<file path="src/rtl/div_pkg.sv">
// Shared definitions for the sequential unsigned restoring divider.
// Provides the FSM state encoding and counter-width helpers.
// No ports; imported by unsigned_divider.
package div_pkg;

   typedef enum logic [1:0] {
      S_IDLE = 2'd0,
      S_CALC = 2'd1,
      S_DONE = 2'd2
   } state_t;

   localparam int DEF_WIDTH = 4;

   // Step counter width for the default operand width; holds 0..WIDTH-1.
   localparam int CNT_W = $clog2(DEF_WIDTH);

   // Same rule for any operand width; never narrower than one bit.
   function automatic int cnt_width(input int w);
      return (w < 2) ? 1 : $clog2(w);
   endfunction

endpackage

</file>
<file path="src/rtl/div_step.sv">
// Purpose: one combinational restoring-division step (shift in a dividend bit, trial subtract).
// Latency: combinational, zero cycles.
// Backpressure: none; pure function of its inputs.
// Ports: pr_in - partial remainder (WIDTH+1), divisor (WIDTH), dividend_bit - next dividend MSB,
//        pr_out - updated partial remainder, qbit - resulting quotient bit.
module div_step #(
   parameter int WIDTH = 4
) (
   input  logic [WIDTH:0]   pr_in,
   input  logic [WIDTH-1:0] divisor,
   input  logic             dividend_bit,
   output logic [WIDTH:0]   pr_out,
   output logic             qbit
);

   logic [WIDTH:0] shifted;

   always_comb begin
      // pr_in is always below the divisor, so the shift never loses its top bit.
      shifted = (pr_in << 1) | {{WIDTH{1'b0}}, dividend_bit};
      qbit    = 1'b0;
      pr_out  = shifted;
      if (shifted >= {1'b0, divisor}) begin
         qbit   = 1'b1;
         pr_out = shifted - {1'b0, divisor};
      end
   end

endmodule

</file>
<file path="src/rtl/unsigned_divider.sv">
// Purpose: sequential unsigned restoring divider, q = x / y and r = x % y, one quotient bit per clock.
// Latency: done is high in the cycle after edge E+WIDTH (E = accepting edge); back-to-back every WIDTH+2 cycles.
// Backpressure: en is sampled only in IDLE; en and operand changes while busy are ignored.
// Ports: clk, rst (async active-high), en (start), x (dividend), y (divisor),
//        q/r (registered quotient/remainder), busy, done (one-cycle pulse),
//        div_by_zero (present only when DIV_BY_ZERO_EN is defined; early exit on y==0).
module unsigned_divider
   import div_pkg::*;
#(
   parameter int WIDTH = 4
) (
   input  logic             clk,
   input  logic             rst,
   input  logic             en,
   input  logic [WIDTH-1:0] x,
   input  logic [WIDTH-1:0] y,
   output logic [WIDTH-1:0] q,
   output logic [WIDTH-1:0] r,
   output logic             busy,
   output logic             done
`ifdef DIV_BY_ZERO_EN
   ,
   output logic             div_by_zero
`endif
);

   localparam int CW = cnt_width(WIDTH);

   state_t          state;
   logic [CW-1:0]   count;
   // Holds the dividend; each step shifts its MSB out and the new quotient bit in,
   // so after WIDTH steps it contains the quotient.
   logic [WIDTH-1:0] dq;
   logic [WIDTH-1:0] ysh;
   logic [WIDTH:0]   pr;
   logic [WIDTH:0]   pr_nxt;
   logic             qbit;

   div_step #(.WIDTH(WIDTH)) u_step (
      .pr_in        (pr),
      .divisor      (ysh),
      .dividend_bit (dq[WIDTH-1]),
      .pr_out       (pr_nxt),
      .qbit         (qbit)
   );

   always_ff @(posedge clk or posedge rst) begin
      if (rst) begin
         state <= S_IDLE;
         count <= '0;
         dq    <= '0;
         ysh   <= '0;
         pr    <= '0;
         q     <= '0;
         r     <= '0;
         busy  <= 1'b0;
         done  <= 1'b0;
`ifdef DIV_BY_ZERO_EN
         div_by_zero <= 1'b0;
`endif
      end else begin
         done <= 1'b0;
`ifdef DIV_BY_ZERO_EN
         div_by_zero <= 1'b0;
`endif
         case (state)
            S_IDLE: begin
               if (en) begin
                  dq    <= x;
                  ysh   <= y;
                  pr    <= '0;
                  count <= '0;
                  busy  <= 1'b1;
                  state <= S_CALC;
               end
            end
            S_CALC: begin
`ifdef DIV_BY_ZERO_EN
               // Zero divisor: dq still holds the untouched dividend, report immediately.
               if (ysh == '0) begin
                  q           <= '1;
                  r           <= dq;
                  done        <= 1'b1;
                  div_by_zero <= 1'b1;
                  state       <= S_DONE;
               end else
`endif
               begin
                  dq    <= {dq[WIDTH-2:0], qbit};
                  pr    <= pr_nxt;
                  count <= count + 1'b1;
                  if (count == CW'(WIDTH - 1)) begin
                     q     <= {dq[WIDTH-2:0], qbit};
                     r     <= pr_nxt[WIDTH-1:0];
                     done  <= 1'b1;
                     state <= S_DONE;
                  end
               end
            end
            S_DONE: begin
               busy  <= 1'b0;
               state <= S_IDLE;
            end
            default: begin
               busy  <= 1'b0;
               state <= S_IDLE;
            end
         endcase
      end
   end

endmodule

</file>
<file path="config.mk">
export PLATFORM = sky130hd
export DESIGN_NAME = unsigned_divider
export DESIGN_NICKNAME = d
export VERILOG_FILES = /design/src/rtl/div_pkg.sv /design/src/rtl/div_step.sv /design/src/rtl/unsigned_divider.sv
export SDC_FILE = /design/constraint.sdc
export NUM_CORES = 1
export LEC_CHECK = 0
export ABC_AREA = 1
export ABC_CLOCK_PERIOD_IN_PS = 2200
export BUFFER_PORTS_ARGS = -buffer_cell sky130_fd_sc_hd__buf_2
export CAP_MARGIN = 20
export CELL_PAD_IN_SITES_DETAIL_PLACEMENT = 1
export CELL_PAD_IN_SITES_GLOBAL_PLACEMENT = 1
export CORE_AREA = 2 2 67 50
export CTS_CLUSTER_DIAMETER = 30
export DETAILED_ROUTE_END_ITERATION = 8
export DIE_AREA = 0 0 69 52
export HOLD_SLACK_MARGIN = 0.02
export PLACE_DENSITY = 0.8
export SYNTH_ARGS = -nofsm -noshare
export SYNTH_HDL_FRONTEND = slang
export SYNTH_SLANG_ARGS = --single-unit
</file>
<file path="constraint.sdc">
create_clock -name clk -period 2.2 [get_ports clk]
set_input_delay 0.22 -clock clk [delete_from_list [all_inputs] [get_ports clk]]
set_output_delay 0.22 -clock clk [all_outputs]
set_load 0.005 [all_outputs]
</file>
==> results_dict.tcl <==
set metrics [dict create \
    path_max_fanout 3 \
    required_ps 2420 \
    synthAdderAreaFrac_pct 6.57 \
    clk_latency_ps 270 \
    layout_common_cells "47 x nand2_1, 26 x dfrtp_1, 20 x buf_2" \
    hold_buffers 1 \
    synth_top_area_share_pct 51.8 \
    critPathKind "reg -> reg" \
    synth_area_leaders "dfrtp_1 52%, nand2_1 14%, ha_1 5.0%" \
    maxCapViolations 0 \
    wl_per_cell_um 14.2 \
    yosysTopAreaCell "dfrtp_1" \
    rsz0062_at_grt "false" \
    cts-root-buf "clkbuf_8" \
    slew_headroom_pct 66.4 \
    synthCells 139 \
    htree_num_levels 1 \
    final_common_cell "nand2_1" \
    dr.pass1.iters 4 \
    timing.setup.tns_ps 0 \
    layout-area-overhead-vs-synth_pct 16.3 \
    initial_core_util_pct 42.2 \
    grt_max_degree 27 \
    seq_area_frac_synth_pct 51.8 \
    ir_worst_vdd_uv 636 \
    cts_buffer_depth 2 \
    r2r-start "dq[3]" \
    grt_pass1_vias 1007 \
    synth_top_family_by_area "simple AND/OR/NAND/NOR gates" \
    max_freq_ghz 0.608 \
    layout-drive-gt1-share_pct 27.0 \
    detail-route-antenna-nets 0 \
    critPathLaunchType "flop" \
    globalRouteTotalUtil_pct 17.5 \
    status "finished clean" \
    syn-num-nets 156 \
    clock_skew_ps 6.92 \
    synth_warnings 0 \
    synth_simple_gate_area_share_pct 25.3 \
    num_antenna_cells 0 \
    die_w_um 69 \
    nNetsFinal 181 \
    die-area_sq_um 3590 \
    r2r_cells 9 \
    fin_crit_sh_pct 74.8 \
    ys_ff_latch 26 \
    fin_crit_ps 1650 \
    min-delay-path-class "in -> reg" \
    path_clk_slew_ps 90 \
    r2r-end "pr[2]" \
    synth_compound_area_share_pct 8.76 \
    synth_xor_area_share_pct 0.697 \
    dp_hpwl_um 2240 \
    synth.area.mux_share_pct 0 \
    place_ws_ps 545 \
    coreArea_sq_um 2980 \
    ios 21 \
    critPathTopFamily "adder cells" \
    drt_iter0_markers 40 \
    cts_setup_buffers 0 \
    wirelength_um 2860 \
    cts.sinks 26 \
    max_stage_delay_ps 380 \
    maxSlewViolCount 0 \
    grt_pass1_wl_um 4760 \
    total_leakage_power_uw 0.000794 \
    portBuffers 20 \
    synthDistinctLibCells 22 \
    hold_depth 3 \
    setup_slack_ps 554 \
    arrival_ps 1870 \
    numCtsBuffers 3 \
    antenna_found_initial 0 \
    worst_slew_pin_slew_ps 503 \
    finalSetupViolCount 0 \
    drcViolationCount 0 \
    synth_area_per_cell_sq_um 9.04 \
    cp_cell_sequence "inv_1, ha_1, inv_1, fa_1, xor2_1, nand2_2, nand2_2, nand2_1, nand2_1" \
    p_per_area_nw_per_um2 1730 \
    synth_area_sq_um 1260 \
    cts_resized 0 \
    hold_viol 0 \
    worst_path_max_delay_cell "fa_1" \
    holdCritStartpoint "y[0]" \
    dr_total_vias 980 \
    worstPathBufferInverterCount 2 \
    gr-total-overflow 0 \
    r2r_slack_ps 550 \
    rows 17 \
    hold_end "ysh[0]" \
    tritoncts "yes" \
    endpoint_kind "flop" \
    routed_via_density 4.88 \
    gp_congestion 0.815 \
    die_h_um 52 \
]
[synthesized netlist by cell type]
| master | instances |
|---|---|
| nand2_1 | 47 |
| dfrtp_1 | 26 |
| inv_1 | 12 |
| nand3_1 | 9 |
| o21ai_1 | 7 |
| inv_2 | 6 |
| nand2_2 | 6 |
| ha_1 | 5 |
| a221oi_2 | 3 |
| nor3_1 | 3 |
| buf_4 | 2 |
| nand2_4 | 2 |
| nor2_1 | 2 |
| a21oi_1 | 1 |
| a21oi_2 | 1 |
| a22o_1 | 1 |
| clkinv_1 | 1 |
| fa_1 | 1 |
| nand3b_1 | 1 |
| nor2_2 | 1 |
| o211ai_1 | 1 |
| xor2_1 | 1 |
[sequential cells by signal (all words and copies together) (netlist names)]
| register | flops |
|---|---|
| r | 4 |
| dq | 4 |
| q | 4 |
| busy | 1 |
| done | 1 |
| state | 2 |
| pr | 4 |
| count | 2 |
| ysh | 4 |
[stage by stage]
step	hold WS, ps	total power (uW)	instances	area, sq um	util (%)
floorplan	260	1860	139	1260	-
global route	146	2790	201	1460	49.1
CTS	148	2560	201	1460	49.1
global placement	284	2120	196	1400	46.9
finish	150	2530	201	1460	49.1
detailed placement	300	2230	196	1400	46.9
[logic make-up after synthesis]
logic type      after synthesis
flops                        26
buf+inv                      21
fa+ha+maj                     6
simple gates                 71
compound gates               14
xor+xnor                      1
[metal layers]
| metal | share of wire (%) | wire length [um] | vias up | global-route usage, % |
|---|---|---|---|---|
| met4 | 1.4 | 40 | 0 | 5.88 |
| met3 | 4.3 | 122 | 4 | 4.26 |
| met2 | 48 | 1370 | 23 | 30.6 |
| met5 | 0 | 0 | - | 0 |
| li1 | - | - | 489 | - |
| met1 | 46 | 1330 | 464 | 21.6 |
[worst register-to-register path, delay by kind of cell (launching register included)]
family,cells,cell delay (ps)
XOR/XNOR,1,190
buffers and inverters,2,210
AND/OR/NAND/NOR,4,250
flip-flops,1,370
adder cells (fa/ha/maj),2,580
[power breakdown]
part | internal [uW] | switching [uW] | leakage [uW]
registers | 703 | 119 | 0.000318
clock network | 160 | 153 | 0.0000288
logic | 513 | 883 | 0.000447
total | 1380 | 1150 | 0.000794
[layout make-up]
type | count | area (sq um)
tap | 38 | 47.5
inverter | 19 | 71.3
multi-input combinational | 92 | 519
fill | 364 | 1520
clock buffer | 4 | 55.1
timing repair buffer | 22 | 118
sequential | 26 | 651
[worst max-delay path by stage]
stage	slack, ps	start	cells after the start	to
detailed placement	550	dq[3]	9	pr[2]
finish	550	dq[3]	9	pr[2]
global placement	600	dq[3]	9	r[2]
CTS	530	dq[3]	9	pr[2]
global route	430	dq[3]	9	pr[2]
floorplan	730	dq[3]	9	pr[2]
Power figures use the tool's default switching activity.
